## src/rtl/control_unit.sv

```systemverilog
// control_unit: Moore sequencer for a small register/ALU/FPU datapath.
// Decodes III_XXX_YYY instructions into bus-source and load enables.
// Optional FPU sequencing (fadd, FWAIT timeout, FPErr) is built only when
// the macro CONTROL_UNIT_FPU_EN is defined; otherwise opcode 100 is a NOP.
module control_unit #(
  parameter int unsigned FP_TIMEOUT = 16
) (
  input  logic       Clock,
  input  logic       Resetn,
  input  logic       Run,
  input  logic [8:0] DIN,
  input  logic       FPDone,
  output logic [7:0] Rout,
  output logic       Gout,
  output logic       GFout,
  output logic       Dinout,
  output logic [7:0] Rin,
  output logic       Ain,
  output logic       Gin,
  output logic       AddSub,
  output logic       FPStart,
  output logic       Done,
  output logic       Busy,
  output logic       FPErr
);

  // Reject an out-of-range timeout at elaboration.
  if (FP_TIMEOUT < 2 || FP_TIMEOUT > 255) begin : g_bad_timeout
    $error("control_unit: FP_TIMEOUT must be in 2..255");
  end

  localparam logic [2:0] ST_IDLE  = 3'd0;
  localparam logic [2:0] ST_T1    = 3'd1;
  localparam logic [2:0] ST_T2    = 3'd2;
  localparam logic [2:0] ST_T3    = 3'd3;

  localparam logic [2:0] OP_MV    = 3'b000;
  localparam logic [2:0] OP_MVI   = 3'b001;
  localparam logic [2:0] OP_ADD   = 3'b010;
  localparam logic [2:0] OP_SUB   = 3'b011;

`ifdef CONTROL_UNIT_FPU_EN
  localparam logic [2:0] ST_FWAIT    = 3'd4;
  localparam logic [2:0] OP_FADD     = 3'b100;
  localparam logic [7:0] TIMEOUT_LIM = 8'(FP_TIMEOUT);
  localparam logic [7:0] TIMEOUT_M1  = 8'(FP_TIMEOUT - 1);
`endif

  logic [2:0] r_state;
  logic [2:0] w_state_nxt;
  logic [8:0] r_ir;
  logic [2:0] w_op;
  logic [2:0] w_x;
  logic [2:0] w_y;
  logic [7:0] w_x_oh;
  logic [7:0] w_y_oh;
  logic       w_accept;

  assign w_op     = r_ir[8:6];
  assign w_x      = r_ir[5:3];
  assign w_y      = r_ir[2:0];
  assign w_x_oh   = 8'b1 << w_x;
  assign w_y_oh   = 8'b1 << w_y;
  assign w_accept = (r_state == ST_IDLE) && Run;

`ifdef CONTROL_UNIT_FPU_EN
  logic [7:0] r_cnt;
  logic       r_fp_err;
  assign FPErr = r_fp_err;
`else
  logic w_unused_fpdone;
  assign w_unused_fpdone = FPDone;
  assign FPErr = 1'b0;
`endif

  // State register.
  always_ff @(posedge Clock or negedge Resetn) begin
    if (!Resetn) r_state <= ST_IDLE;
    else         r_state <= w_state_nxt;
  end

  // Instruction register, loaded only when a Run is accepted in IDLE.
  always_ff @(posedge Clock or negedge Resetn) begin
    if (!Resetn)       r_ir <= 9'd0;
    else if (w_accept) r_ir <= DIN;
  end

`ifdef CONTROL_UNIT_FPU_EN
  // FWAIT cycle counter and sticky timeout flag (cleared by the next accepted Run).
  always_ff @(posedge Clock or negedge Resetn) begin
    if (!Resetn) begin
      r_cnt    <= 8'd0;
      r_fp_err <= 1'b0;
    end else begin
      if (w_accept) r_fp_err <= 1'b0;
      if (r_state == ST_T2 && w_op == OP_FADD) r_cnt <= 8'd0;
      if (r_state == ST_FWAIT && !FPDone) begin
        r_cnt <= r_cnt + 8'd1;
        if (r_cnt == TIMEOUT_M1) r_fp_err <= 1'b1;
      end
    end
  end
`endif

  // Next-state and Moore output decode from state, IR and counter.
  always_comb begin
    w_state_nxt = r_state;
    Rout        = 8'd0;
    Gout        = 1'b0;
    GFout       = 1'b0;
    Dinout      = 1'b0;
    Rin         = 8'd0;
    Ain         = 1'b0;
    Gin         = 1'b0;
    AddSub      = 1'b0;
    FPStart     = 1'b0;
    Done        = 1'b0;
    Busy        = (r_state != ST_IDLE);

    case (r_state)
      ST_IDLE: begin
        if (Run) w_state_nxt = ST_T1;
      end

      ST_T1: begin
        w_state_nxt = ST_IDLE;
        case (w_op)
          OP_MV: begin
            Rout = w_y_oh;
            Rin  = w_x_oh;
            Done = 1'b1;
          end
          OP_MVI: begin
            Dinout = 1'b1;
            Rin    = w_x_oh;
            Done   = 1'b1;
          end
          OP_ADD, OP_SUB: begin
            Rout        = w_x_oh;
            Ain         = 1'b1;
            w_state_nxt = ST_T2;
          end
`ifdef CONTROL_UNIT_FPU_EN
          OP_FADD: begin
            Rout        = w_x_oh;
            Ain         = 1'b1;
            w_state_nxt = ST_T2;
          end
`endif
          default: Done = 1'b1;
        endcase
      end

      ST_T2: begin
        Rout = w_y_oh;
`ifdef CONTROL_UNIT_FPU_EN
        if (w_op == OP_FADD) begin
          FPStart     = 1'b1;
          w_state_nxt = ST_FWAIT;
        end else begin
          Gin         = 1'b1;
          AddSub      = w_op[0];
          w_state_nxt = ST_T3;
        end
`else
        Gin         = 1'b1;
        AddSub      = w_op[0];
        w_state_nxt = ST_T3;
`endif
      end

      ST_T3: begin
        Done        = 1'b1;
        w_state_nxt = ST_IDLE;
`ifdef CONTROL_UNIT_FPU_EN
        if (w_op == OP_FADD) begin
          // Counter at the limit means FWAIT timed out: finish without writeback.
          if (r_cnt != TIMEOUT_LIM) begin
            GFout = 1'b1;
            Rin   = w_x_oh;
          end
        end else begin
          Gout = 1'b1;
          Rin  = w_x_oh;
        end
`else
        Gout = 1'b1;
        Rin  = w_x_oh;
`endif
      end

`ifdef CONTROL_UNIT_FPU_EN
      ST_FWAIT: begin
        // FPDone has priority over a timeout in the same cycle.
        if (FPDone || r_cnt == TIMEOUT_M1) w_state_nxt = ST_T3;
      end
`endif

      default: w_state_nxt = ST_IDLE;
    endcase
  end

endmodule

```

## config.mk

```make
export PLATFORM = sky130hd
export DESIGN_NAME = control_unit
export DESIGN_NICKNAME = d
export VERILOG_FILES = /design/src/rtl/control_unit.sv
export SDC_FILE = /design/constraint.sdc
export NUM_CORES = 1
export LEC_CHECK = 0
export CAP_MARGIN = 20
export CORE_UTILIZATION = 55
export DETAILED_ROUTE_END_ITERATION = 16
export DONT_BUFFER_PORTS = 1
export PLACE_DENSITY = 0.68
export SYNTH_ARGS = -nofsm -noshare
export SYNTH_HDL_FRONTEND = slang
export SYNTH_SLANG_ARGS = --single-unit
```

## constraint.sdc

```tcl
create_clock -name Clock -period 2.9 [get_ports Clock]
set_input_delay 0.58 -clock Clock [delete_from_list [all_inputs] [get_ports Clock]]
set_output_delay 0.58 -clock Clock [all_outputs]
set_load 0.05 [all_outputs]
```

==> summary.md <==
| Metric | Value |
|---|---|
| Tot Pwr | `1.18 mW` |
| Antenna cells | `0` |
| RSZ-0062 raised after global routing | `false` |
| Routed vias | `676` |
| Clock Path Buffers | `2` |
| R2R Path Start | `r_state[0]$_DFFE_PN0P_` |
| #FFs+latches synth | `11` |
| H-tree lvl count | `1` |
| MaxCap Viol Count | `0` |
| Min cycle time layout | `2.62 ns` |
| Final setup viols | `0` |
| Top FF cell, synth | `dfrtp_1` |
| RR Endpoint | `r_state[0]$_DFFE_PN0P_` |
| Nets@finish | `117` |
| Synth area leader | `dfrtp_1` |
| Vias in the first global route | `617` |
| Hold depth | `1` |
| Final hold violation count | `0` |
| WL/cell | `15.8 µm` |
| Final core utilization | `0.746` |
| Worst Hold Class | `primary input to flop` |
| Final HPWL DP | `1450 µm` |
| Worst Path Arrival | `2.04 ns` |
| Area after DPL | `935 µm²` |
| Hold Crit Endpoint | `r_ir[8]$_DFFE_PN0P_` |
| Highest-delay cell along the critical path | `dfrtp_1` |
| # port buffers | `0` |
| Post-Synthesis Cell Area | `766 µm²` |
| Worst Hold Launch | `DIN[8]` |
| Hold WS | `0.456 ns` |
| Share of layout cells above drive strength 1 | `0.398` |
| TritonCTS clock tree | `built` |
| Crit path capture type | `output port` |
| IO Pins | `39` |
| Die Ht | `39.3 µm` |
| All-Layer GR Usage | `0.269` |
| Status | `completed` |
| Max FO, Critical Path | `6` |
| Clock-pin slew on the worst setup and hold paths | `0.06 ns` |
| Die footprint | `1550 µm²` |
| FILL cells | `104` |
| Final max-slew violation count | `0` |
| VDD IR max | `0.887 mV` |
| Seq/Total Area, Yosys | `0.359` |
| Number of CTS-inserted buffers | `3` |
| Mean post-synth cell area | `10.2 µm²` |
| R2R setup slack | `1.29 ns` |
| Critical path, cell by cell | `inv_1, ha_1, or3b_1, o32ai_2, buf_4` |
| Worst setup SP type | `flop` |
| Clock latency on the worst-skew pair | `0.27 ns` |
| DRC | `0` |
| RePlAce Congestion | `0.761` |
| Tcrit/Tclk final | `0.904` |
| DRT Wirelength | `1790 µm` |
| Die width | `39.3 µm` |
| Setup Skew | `0.00267 ns` |
| Antenna-violating nets left | `0` |
| PwrDens | `1220 nW/µm²` |
| Highest clock rate | `381 MHz` |
| Rows | `13` |
| Async set-or-reset flop fraction in the synthesized netlist | `1.00` |
| Cells on worst reg2reg path | `5` |
| Synth top area cells | `dfrtp_1, mux2_2, ha_1` |
| Vias per cell | `5.98` |
| P&R area growth vs syn | `26.8%` |
| Cell variety after synth | `28` |
| Starting density of the core | `0.588` |
| First-pass GRT wire length | `2610 µm` |
| Yosys Warn Count | `0` |
| Post-cts resize count | `0` |
| Antenna violations before repair | `0` |
| Design area | `971 µm²` |
| Clk root buf | `clkbuf_4` |
| Core Footprint | `1300 µm²` |
| WP data required | `2.32 ns` |
| EDFF count, synth | `0` |
| Setup CP Type | `flop to output port` |
| GRT overflow | `0` |
| Cell with the most instances after synthesis | `dfrtp_1` |
| Post-synth top cells | `dfrtp_1, mux2_2, nor2_1` |
| Syn Inst Count | `75` |
| Slowest Stage Delay on Critical Path | `0.43 ns` |
| Initial DRC Count | `7` |
| Static leakage | `0.441 nW` |
| DR pass1 iterations | `4` |
| Clk sinks | `11` |
| Area share of the largest cell type after synthesis | `0.359` |
| Largest net degree at the start of global routing | `12` |
-- critical path: cells and delay by family, from the launching register on --
kind | cells | cell delay [ns]
adders and majority gates | 1 | 0.38
AOI/OAI and AO/OA | 1 | 0.20
DFF | 1 | 0.43
and+or+nand+nor | 1 | 0.41
buffers and inverters | 2 | 0.34
-- cells in the final DEF (no fill, tap or decap) --
cell type       n
a21boi_0        1
a21o_1          1
a21oi_1         1
a31oi_1         1
and2_1          2
and3b_2         1
buf_4          19
clkbuf_1        1
clkbuf_4        3
conb_1          3
dfrtp_1        11
dlygate4sd3_1   1
ha_1            5
inv_1           3
mux2_2          9
nand2_1         2
nand2b_1        3
nand3_1         2
nand3b_1        3
nor2_1          8
nor2_2          1
nor3b_1         1
nor4b_4         1
o21ai_0         2
o21bai_1        1
o22ai_1         5
o32ai_2         4
or2_2           1
or2b_1          1
or3b_1          1
-- what timing repair did --
item / 4_1_cts / 5_1_grt
buffers inserted: 0 / 0
endpoints found under the hold margin: 11 / 0
hold buffers: 1 / 0
-- flip-flops by register name, summed over array words and instances, names as in the netlist --
signal / flops
r_state: 2
r_ir: 9
-- power by group --
part / switching (mW) / internal (mW) / total (mW)
Sequential: 0.119 / 0.231 / 0.351
Clock: 0.0476 / 0.0533 / 0.101
Combinational: 0.484 / 0.246 / 0.729
-- final cells by class --
cell class,count,area [µm²],area share
flip-flops and latches,11,275,0.284
multi-input cells,60,487,0.501
clock buffers,4,26.3,0.0271
repair buffers,20,153,0.157
well taps,15,18.8,0.0193
inverters,3,11.3,0.0116
-- cell families (layout without fill, tap and decap cells) --
logic type | Yosys count | after routing | share of synthesized area
AOI/OAI and AO/OA | 16 | 16 | 0.154
adders and majority gates | 5 | 5 | 0.0817
buffers and inverters | 6 | 27 | 0.0441
DFF | 11 | 11 | 0.359
muxes | 9 | 9 | 0.132
other | 1 | 3 | 0.00490
and+or+nand+nor | 27 | 27 | 0.224
-- stage by stage --
step                TNS (ns)  instances  setup WS [ns]
floorplan             -0.355         77         -0.118
global placement           0        108          0.619
detailed placement         0        108          0.576
CTS                        0        113          0.279
global route               0        113          0.203
finish                     0        113          0.278
-- how the worst max path moves through the flow --
stage | cells past startpoint | slack [ns] | startpoint | endpoint
4_1_cts | 5 | 0.28 | r_state[0]$_DFFE_PN0P_ | Rout[0]
3_3_place_gp | 5 | 0.62 | r_state[0]$_DFFE_PN0P_ | Rout[0]
6_report | 5 | 0.28 | r_state[0]$_DFFE_PN0P_ | Rout[0]
2_1_floorplan | 4 | -0.12 | r_state[0]$_DFFE_PN0P_ | Rout[1]
3_5_place_dp | 5 | 0.58 | r_state[0]$_DFFE_PN0P_ | Rout[0]
5_1_grt | 5 | 0.20 | r_state[0]$_DFFE_PN0P_ | Rout[0]
-- layer usage --
metal,share of wire,global-route usage,wire length [µm],vias to the layer above
met5,0,0,0,-
met4,0.030,0.224,53,0
met3,0.074,0.0511,132,5
met2,0.49,0.454,881,40
met1,0.40,0.284,718,314
li1,-,-,-,317
(Power assumes the default switching activity.)
